[config.mk]
export PLATFORM = sky130hd
export DESIGN_NAME = frame_capture_controller
export DESIGN_NICKNAME = d
export VERILOG_FILES = /design/src/rtl/frame_capture_controller.sv
export SDC_FILE = /design/constraint.sdc
export NUM_CORES = 1
export LEC_CHECK = 0
export BUFFER_PORTS_ARGS = -buffer_cell sky130_fd_sc_hd__buf_2
export CAP_MARGIN = 10
export CORE_AREA = 2 2 87 89
export DETAILED_ROUTE_END_ITERATION = 8
export DIE_AREA = 0 0 89 91
export PLACE_DENSITY = 0.67
export SLEW_MARGIN = 20
export SYNTH_ARGS = -nofsm -noshare
export SYNTH_HDL_FRONTEND = slang
export SYNTH_SLANG_ARGS = --single-unit
[constraint.sdc]
create_clock -name clock -period 2.7 [get_ports clock]
set_input_delay 0.135 -clock clock [delete_from_list [all_inputs] [get_ports clock]]
set_output_delay 0.135 -clock clock [all_outputs]
set_load 0.005 [all_outputs]
[src/rtl/frame_capture_controller.sv]
// Captures exactly one sensor frame, aligned to a vsync boundary, and streams
// its bytes with sequential addresses to the downstream memory unit.
module frame_capture_controller #(
  parameter int WIDTH      = 640,
  parameter int HEIGHT     = 480,
  parameter int BPP        = 2,
  parameter int ADDR_WIDTH = 20
) (
  input  logic                  clock,
  input  logic                  reset,
  input  logic                  start,
  input  logic                  cam_vsync,
  input  logic                  cam_href,
  input  logic                  cam_strobe,
  input  logic [7:0]            cam_data,
  output logic [7:0]            out_data,
  output logic                  out_enable,
  output logic [ADDR_WIDTH-1:0] out_address,
  output logic                  busy,
  output logic                  frame_done,
  output logic                  error
);

  localparam int BCW = $clog2(WIDTH*BPP + 1);
  localparam int LCW = $clog2(HEIGHT + 1);
  localparam logic [BCW-1:0] LINE_BYTES = BCW'(WIDTH*BPP);
  localparam logic [LCW-1:0] LINES      = LCW'(HEIGHT);

  typedef enum logic [2:0] {
    IDLE,
    WAIT_VSYNC,
    WAIT_FRAME,
    CAPTURE,
    DONE
  } state_t;

  state_t                  state;
  logic                    href_p0;
  logic                    vsync_p0;
  logic [BCW-1:0]          byte_cnt;
  logic [LCW-1:0]          line_cnt;
  logic [ADDR_WIDTH-1:0]   addr;

  logic                    line_end;
  logic                    vsync_rise;
  logic                    byte_qual;
  logic [LCW-1:0]          line_next;

  assign line_end   = href_p0 & ~cam_href;
  assign vsync_rise = ~vsync_p0 & cam_vsync;
  assign byte_qual  = cam_href & cam_strobe;
  assign line_next  = line_cnt + 1'b1;

  // Stage p0: edge-detect history plus FSM with registered outputs
  always_ff @(posedge clock) begin
    if (reset) begin
      state       <= IDLE;
      href_p0     <= 1'b0;
      vsync_p0    <= 1'b0;
      byte_cnt    <= '0;
      line_cnt    <= '0;
      addr        <= '0;
      out_data    <= '0;
      out_enable  <= 1'b0;
      out_address <= '0;
      busy        <= 1'b0;
      frame_done  <= 1'b0;
      error       <= 1'b0;
    end else begin
      href_p0    <= cam_href;
      vsync_p0   <= cam_vsync;
      out_enable <= 1'b0;
      frame_done <= 1'b0;
      case (state)
        IDLE: begin
          byte_cnt <= '0;
          line_cnt <= '0;
          addr     <= '0;
          if (start) begin
            error <= 1'b0;
            busy  <= 1'b1;
            state <= WAIT_VSYNC;
          end
        end
        WAIT_VSYNC: begin
          if (cam_vsync) state <= WAIT_FRAME;
        end
        WAIT_FRAME: begin
          if (!cam_vsync) state <= CAPTURE;
        end
        CAPTURE: begin
          if (byte_qual) begin
            if (byte_cnt < LINE_BYTES) begin
              out_data    <= cam_data;
              out_enable  <= 1'b1;
              out_address <= addr;
              addr        <= addr + 1'b1;
              byte_cnt    <= byte_cnt + 1'b1;
            end else begin
              error <= 1'b1;
            end
          end
          // A line end and an early vsync in the same cycle: the line is
          // counted first, so a frame completed by that line is not an error.
          if (line_end) begin
            if (byte_cnt != LINE_BYTES) error <= 1'b1;
            line_cnt <= line_next;
            byte_cnt <= '0;
            if (line_next == LINES) begin
              frame_done <= 1'b1;
              state      <= DONE;
            end else if (vsync_rise) begin
              error      <= 1'b1;
              frame_done <= 1'b1;
              state      <= DONE;
            end
          end else if (vsync_rise) begin
            error      <= 1'b1;
            frame_done <= 1'b1;
            state      <= DONE;
          end
        end
        DONE: begin
          busy  <= 1'b0;
          state <= IDLE;
        end
        default: begin
          busy  <= 1'b0;
          state <= IDLE;
        end
      endcase
    end
  end

endmodule

==> metrics.md, run 1 <==
| Metric | Value |
|---|---|
| Status | finished clean |
| Number of clock sinks seen by CTS | 77 |
| Clock Latency Late Sink | 0.35 ns |
| Buffer levels on the longest clock path | 2 |
| Most frequent cell after synthesis | sky130_fd_sc_hd__nand2_1 |
| Area growth from synthesis to final layout | 15.0% |
| Maximum resistive drop on vdd | 0.345 mV |
| Post-synth design cell area | 3440 µm² |
| PortBufs | 45 |
| Fraction of final layout cells sized beyond drive strength 1 | 16.6% |
| Initial core utilization | 48.2% |
| Max-cap violation count | 0 |
| Biggest area consumer among synthesized cells | sky130_fd_sc_hd__dfxtp_1 |
| Final instance count without filler cells | 564 |
| Leakage power total | 1.38 nW |
| Ratio of final minimum period to clock period | 85.1% |
| CP Buf/Inv Count | 0 |
| Number of remaining DRC errors | 0 |
| Die width | 89 µm |
| Wire per inst | 13.5 µm |
| Post-DP HPWL | 5070 µm |
| Max stage delay cell, worst path | sky130_fd_sc_hd__dfxtp_1 |
| CP max FO | 14 |
| Final count of hold timing violations | 0 |
| Routability-driven placement congestion ratio | 0.903 |
| Number of search-and-repair iterations in the first detailed-routing pass | 4 |
| Flop and latch count out of synthesis | 77 |
| Vert. Die Dim | 91 µm |
| PwrDens | 546 nW/µm² |
| Crit-path max cell delay | 0.59 ns |
| Max-slew violations | 0 |
| Area after detailed placement | 3700 µm² |
| Leading cell types by count after synthesis | sky130_fd_sc_hd__nand2_1, sky130_fd_sc_hd__dfxtp_1, sky130_fd_sc_hd__a21oi_1 |
| Ranking of synthesized cells by area | sky130_fd_sc_hd__dfxtp_1, sky130_fd_sc_hd__nand2_1, sky130_fd_sc_hd__a21oi_1 |
| Total number of yosys warnings | 0 |
| Count of different cell masters after synthesis | 52 |
| Fillcell total | 712 |
| First-pass GRT wire length | 12,900 µm |
| Kind of capture point of the worst setup path | flip-flop |
| Clock buffer count from CTS | 9 |
| Total routed wirelength | 7590 µm |
| Mean instance size in the synthesized netlist | 8.19 µm² |
| Worst relative slew slack | 52.1% |
| Sequential share of the synthesized area | 44.8% |
| Worst setup SP type | flip-flop |
| Transition time at the pin with the least slew margin | 0.719 ns |
| Clock slew at the register clock pins of the worst setup and hold paths | 0.09 ns |
| Vias per inst | 5.48 |
| Total vias in the final route | 3,088 |
| Number of enable-type register cells in the synthesized netlist | 0 |
| Commonest register cell after synthesis | sky130_fd_sc_hd__dfxtp_1 |
| Placed cell count | 541 |
| 1st-iter DRT viols | 112 |
| Post-synthesis async set-or-reset flop share | 0% |
| Largest delay share family, worst path | simple AND/OR/NAND/NOR gates |
| Total overflow reported by the global router | 0 |
| RSZ-0062 raised after global routing | no |
| Count of endpoints failing setup in the final report | 0 |
| Fraction of post-synthesis cell area in the top cell type by area | 44.8% |
| Final std cell area, no fill | 3950 µm² |
| Setup slack of the worst register-to-register path | 0.40 ns |
| Worst EP required | 2.96 ns |
| TritonCTS clock tree | yes |
| Critical path class | flip-flop to flip-flop |
| Initial antenna violation count | 0 |
| Top-level port count | 46 |
| Layout net count | 478 |
| Clock tree root buffer cell | sky130_fd_sc_hd__clkbuf_8 |
| Level count of the clock H-tree | 3 |
| GRT Total Usage | 19.9% |
| Pin count of the biggest net entering global routing | 37 |
| Net Count, Synth | 438 |
| Sum Neg Setup Slack | 0 ns |
| Fmax achieved | 435 MHz |
| Number of cells upsized or downsized after cts | 0 |
| Die area | 8100 µm² |
| Number of global-route vias before repair | 2,798 |
| Number of instances in the synthesized netlist | 420 |
| Skew final | 0.0147 ns |
| Number of antenna cells inserted | 0 |
| Critical path arrival | 2.56 ns |
| Placement row count | 31 |
| Area of the core | 7140 µm² |
| Final critical delay including setup and external delays | 2.30 ns |
| Type of the tightest min-delay check | input pin to flip-flop |
| Post-detailed-route count of antenna-violating nets | 0 |
| Worst-path cell chain | nand3b_4 > o31ai_4 > nand3_1 > or4_1 > a21oi_1 |
## flip-flops by register name, indices dropped and copies added (netlist names)
signal	cells
byte_cnt	11
frame_done	1
out_enable	1
line_cnt	9
error	1
out_data	8
busy	1
href_p0	1
state	3
vsync_p0	1
out_address	20
addr	20
## layout make-up
type | instances | area (µm²) | share of cell area (%)
inverters | 6 | 22.5 | 0.570
clock buffers | 9 | 124 | 3.13
flip-flops and latches | 77 | 1540 | 39.0
well taps | 99 | 124 | 3.13
repair buffers | 55 | 318 | 8.04
multi-input cells | 311 | 1770 | 44.7
clock inverters | 7 | 56.3 | 1.42
## worst paths after layout
kind	cells past startpoint	end	from
min reg2reg	2	out_address[0]	out_address[0]
max	5	addr[14]	state[1]
max reg2reg	5	addr[14]	state[1]
min	3	out_data[3]	cam_data[3]
## stage by stage
step	util, %	setup WS, ns	total power, mW	hold slack (ns)
floorplan	-	0.793	1.34	0.263
global placement	51.9	0.550	1.38	0.376
detailed placement	51.9	0.423	1.38	0.383
CTS	55.3	0.418	2.18	0.00101
global route	55.4	0.141	2.26	0.0265
finish	55.4	0.402	2.16	0.0323
## power breakdown
group	switching (mW)	internal [mW]
combinational	0.119	0.0703
clock	0.453	0.344
sequential	0.0244	1.15
total	0.596	1.56
## worst min-delay path, delay by kind of cell
family / cells / cell delay (ns)
buffers and inverters: 1 / 0.10
AO/OA/AOI/OAI: 1 / 0.06
AND/OR/NAND/NOR: 1 / 0.05
## per-layer routing
| layer | share of wire [%] | global-route usage, % | vias up |
|---|---|---|---|
| met4 | 1.4 | 7.84 | 0 |
| met2 | 47 | 31.3 | 55 |
| met3 | 3.1 | 3.73 | 9 |
| li1 | - | - | 1567 |
| met5 | 0 | 0 | - |
| met1 | 48 | 26.7 | 1457 |
## cells by family after synthesis
group           Yosys count  share of synthesized area (%)
compound gates          104                           19.0
fa+ha+maj                 4                           1.46
xor+xnor                 12                           3.06
flops                    77                           44.8
buf+inv                  32                           3.89
mux                       4                           1.24
simple gates            187                           26.6
## cell usage in the layout (no fill, tap or decap), types with 2 or more instances in the layout
master and count:
sky130_fd_sc_hd__nand2_1 80, sky130_fd_sc_hd__dfxtp_1 77, sky130_fd_sc_hd__a21oi_1 58, sky130_fd_sc_hd__buf_2 45, sky130_fd_sc_hd__nor2_1 36, sky130_fd_sc_hd__nand4_1 13
sky130_fd_sc_hd__o21ai_0 11, sky130_fd_sc_hd__nand3_1 11, sky130_fd_sc_hd__or3_1 9, sky130_fd_sc_hd__clkbuf_8 9, sky130_fd_sc_hd__o31ai_1 8, sky130_fd_sc_hd__xor2_1 8
sky130_fd_sc_hd__or4_1 7, sky130_fd_sc_hd__dlygate4sd3_1 7, sky130_fd_sc_hd__inv_1 6, sky130_fd_sc_hd__nor3_1 5, sky130_fd_sc_hd__a31oi_1 4, sky130_fd_sc_hd__o21a_1 4
sky130_fd_sc_hd__xnor2_1 4, sky130_fd_sc_hd__ha_1 4, sky130_fd_sc_hd__nand2b_1 3, sky130_fd_sc_hd__nand4b_1 3, sky130_fd_sc_hd__and3_1 3, sky130_fd_sc_hd__a311oi_1 3
sky130_fd_sc_hd__clkinvlp_4 3, sky130_fd_sc_hd__buf_4 3, sky130_fd_sc_hd__and4_1 2, sky130_fd_sc_hd__or2_2 2, sky130_fd_sc_hd__a21o_1 2, sky130_fd_sc_hd__a211oi_1 2
sky130_fd_sc_hd__and2_1 2, sky130_fd_sc_hd__mux2_2 2, sky130_fd_sc_hd__nor3b_1 2, sky130_fd_sc_hd__mux2i_1 2, sky130_fd_sc_hd__o32ai_1 2, sky130_fd_sc_hd__inv_6 2
## what timing repair did
action / in CTS / in global routing
hold buffers: 6 / 1
setup buffers: 0 / 0
endpoints found under the hold margin: 6 / 1
No activity file was read; power rests on OpenSTA's default activity.
==> run 2: changes to the inputs <==
--- a/config.mk
+++ b/config.mk
@@ -5,12 +5,13 @@
 export SDC_FILE = /design/constraint.sdc
 export NUM_CORES = 1
 export LEC_CHECK = 0
+export ABC_AREA = 1
 export BUFFER_PORTS_ARGS = -buffer_cell sky130_fd_sc_hd__buf_2
 export CAP_MARGIN = 10
-export CORE_AREA = 2 2 87 89
+export CORE_AREA = 2 2 85 87
 export DETAILED_ROUTE_END_ITERATION = 8
-export DIE_AREA = 0 0 89 91
-export PLACE_DENSITY = 0.67
+export DIE_AREA = 0 0 87 89
+export PLACE_DENSITY = 0.71
 export SLEW_MARGIN = 20
 export SYNTH_ARGS = -nofsm -noshare
 export SYNTH_HDL_FRONTEND = slang
==> run 2 against run 1 <==
Maximum frequency increased by 8.3%. Highest routed layer unchanged. Critical path type unchanged. Clock power grew 10%. Setup slack gained 0.18 ns.
==> metrics.md, run 2 <==
| Metric | Value |
|---|---|
| Ratio of final minimum period to clock period | 78.6% |
| Most frequent cell after synthesis | sky130_fd_sc_hd__nand2_1 |
| Total overflow reported by the global router | 0 |
| Flop and latch count out of synthesis | 77 |
| Fraction of final layout cells sized beyond drive strength 1 | 16.1% |
| Max-slew violations | 0 |
| Total number of yosys warnings | 0 |
| Worst EP required | 2.95 ns |
| TritonCTS clock tree | yes |
| R2r endpoint | out_address[5] |
| Die area | 7740 µm² |
| Maximum resistive drop on vdd | 0.296 mV |
| Fillcell total | 656 |
| Transition time at the pin with the least slew margin | 0.804 ns |
| Post-DP HPWL | 5600 µm |
| Number of antenna cells inserted | 0 |
| Total vias in the final route | 3,244 |
| Total routed wirelength | 7920 µm |
| Start point of the worst hold path | cam_href |
| Final Worst Setup Slack | 0.578 ns |
| First-pass GRT wire length | 13,200 µm |
| Met2 layer usage reported by global route | 34.9% |
| Registers with the most flip-flops | addr (20), out_address (20), byte_cnt (11) |
| Die width | 87 µm |
| Most common cell after layout, fill and taps aside | sky130_fd_sc_hd__nand2_1 |
| CP max FO | 20 |
| Level count of the clock H-tree | 3 |
| Fmax achieved | 471 MHz |
| Core utilization of the finished layout | 59.7% |
| Max-cap violation count | 0 |
| Leading cell types by count after synthesis | sky130_fd_sc_hd__nand2_1, sky130_fd_sc_hd__dfxtp_1, sky130_fd_sc_hd__nor2_1 |
| Post-CTS setup buffer count | 0 |
| Number of enable-type register cells in the synthesized netlist | 0 |
| Placed cell count | 597 |
| Number of search-and-repair iterations in the first detailed-routing pass | 4 |
| GRT Total Usage | 21.5% |
| Worst relative slew slack | 46.4% |
| Post-detailed-route count of antenna-violating nets | 0 |
| Number of global-route vias before repair | 2,887 |
| Worst hold path stage count | 3 |
| Met3 routing resource usage after global routing | 3.51% |
| RR Startpoint | state[2] |
| Skew final | 0.00822 ns |
| Number of instances in the synthesized netlist | 486 |
| Number of remaining DRC errors | 0 |
| PortBufs | 45 |
| Post-synth design cell area | 3540 µm² |
| Area growth from synthesis to final layout | 13.3% |
| Vias per inst | 5.29 |
| Critical path class | flip-flop to flip-flop |
| 1st-iter DRT viols | 204 |
| Sum Neg Setup Slack | 0 ns |
| Wire per inst | 12.9 µm |
| Clock Latency Late Sink | 0.36 ns |
| Initial antenna violation count | 0 |
| Final count of hold timing violations | 0 |
| Number of cells upsized or downsized after cts | 0 |
| Placement row count | 30 |
| Net Count, Synth | 504 |
| Worst setup SP type | flip-flop |
| Vert. Die Dim | 89 µm |
| Layout net count | 546 |
| Global route hottest layer | met2 |
| Worst R2R Path Depth | 8 |
| CTS Hold Bufs | 0 |
| Final instance count without filler cells | 613 |
| Clock slew at the register clock pins of the worst setup and hold paths | 0.08 ns |
| Global-route met1 utilization | 28.3% |
| RSZ-0062 raised after global routing | no |
| Leading cell types in the layout, fill and taps excluded | sky130_fd_sc_hd__nand2_1, sky130_fd_sc_hd__dfxtp_1, sky130_fd_sc_hd__nor2_1, sky130_fd_sc_hd__a21oi_1, sky130_fd_sc_hd__buf_2 |
| Fraction of post-synthesis cell area in the top cell type by area | 43.5% |
| Count of endpoints failing setup in the final report | 0 |
| Clock tree root buffer cell | sky130_fd_sc_hd__clkbuf_8 |
| Ranking of synthesized cells by area | sky130_fd_sc_hd__dfxtp_1, sky130_fd_sc_hd__nand2_1, sky130_fd_sc_hd__a21oi_1 |
| Post-synthesis async set-or-reset flop share | 0% |
| Sequential share of the synthesized area | 43.5% |
| Status | finished clean |
| Initial core utilization | 52.7% |
| Worst Hold Path EP | href_p0 |
| Clock buffer count from CTS | 9 |
| Mean instance size in the synthesized netlist | 7.29 µm² |
| Pin count of the biggest net entering global routing | 33 |
| Number of clock sinks seen by CTS | 77 |
| Critical path arrival | 2.37 ns |
| Buffer levels on the longest clock path | 2 |
| Type of the tightest min-delay check | input pin to flip-flop |
| Setup slack of the worst register-to-register path | 0.58 ns |
| Biggest area consumer among synthesized cells | sky130_fd_sc_hd__dfxtp_1 |
| Routability-driven placement congestion ratio | 0.905 |
| Count of different cell masters after synthesis | 44 |
| Worst setup timing slack at the placement stage | 0.590 ns |
| Kind of capture point of the worst setup path | flip-flop |
| Commonest register cell after synthesis | sky130_fd_sc_hd__dfxtp_1 |
| Top-level port count | 46 |
| Final critical delay including setup and external delays | 2.12 ns |
| Area of the core | 6720 µm² |
| Leakage power total | 1.60 nW |
| PwrDens | 652 nW/µm² |
==> run 2: final cells by class <==
class | instances | area [µm²] | share of cell area [%]
clock buffer | 9 | 124 | 3.09
clock inverter | 7 | 75.1 | 1.87
inverter | 48 | 188 | 4.68
multi-input combinational | 345 | 1740 | 43.4
sequential | 77 | 1540 | 38.4
tap | 80 | 100 | 2.50
timing repair buffer | 47 | 240 | 5.99
==> run 2: logic make-up (layout without fill, tap and decap cells) <==
group,count (synthesis),after routing,share of synthesized area (%)
simple gates,231,231,30.6
compound gates,103,103,15.4
flops,77,77,43.5
buf+inv,64,111,7.28
xor+xnor,7,7,1.73
fa+ha+maj,4,4,1.41
==> run 2: critical path: stages, from the launching register on <==
cell                       delay [ns]
sky130_fd_sc_hd__dfxtp_1         0.46
sky130_fd_sc_hd__nor2_4          0.09
sky130_fd_sc_hd__nand2_4         0.14
sky130_fd_sc_hd__inv_6           0.07
sky130_fd_sc_hd__nand3_4         0.19
sky130_fd_sc_hd__clkinv_1        0.48
sky130_fd_sc_hd__buf_4           0.35
sky130_fd_sc_hd__o21ai_0         0.17
sky130_fd_sc_hd__a21oi_1         0.06
==> run 2: worst max-delay path by stage <==
| stage | from | to | slack, ns | cells after the start |
|---|---|---|---|---|
| 3_3_place_gp | state[2] | out_address[7] | 0.67 | 8 |
| 4_1_cts | state[2] | out_address[5] | 0.56 | 8 |
| 2_1_floorplan | state[1] | addr[11] | 1.08 | 14 |
| 6_report | state[2] | out_address[5] | 0.58 | 8 |
| 3_5_place_dp | state[2] | out_address[5] | 0.59 | 8 |
| 5_1_grt | state[2] | out_address[19] | 0.32 | 8 |
==> run 2: routing by layer <==
metal  vias up  routed length [µm]
met3        11                 305
met1      1475                3830
met2        63                3660
met4         0                 116
li1       1695                   -
met5         -                   0
==> run 2: through the flow <==
stage | cell area [µm²] | power, mW | hold WS [ns]
after CTS | 4010 | 2.63 | 0.00917
after detailed placement | 3810 | 1.76 | 0.386
after global placement | 3810 | 1.74 | 0.367
final | 4010 | 2.61 | 0.0199
after global routing | 4010 | 2.73 | 0.0328
after floorplan | 3540 | 1.63 | 0.260
==> run 2: report_power, final <==
group / internal [mW] / leakage, nW / switching, mW / total (mW)
clock network: 0.431 / 0.104 / 0.445 / 0.877
logic: 0.148 / 0.877 / 0.389 / 0.537
registers: 1.17 / 0.621 / 0.0269 / 1.20
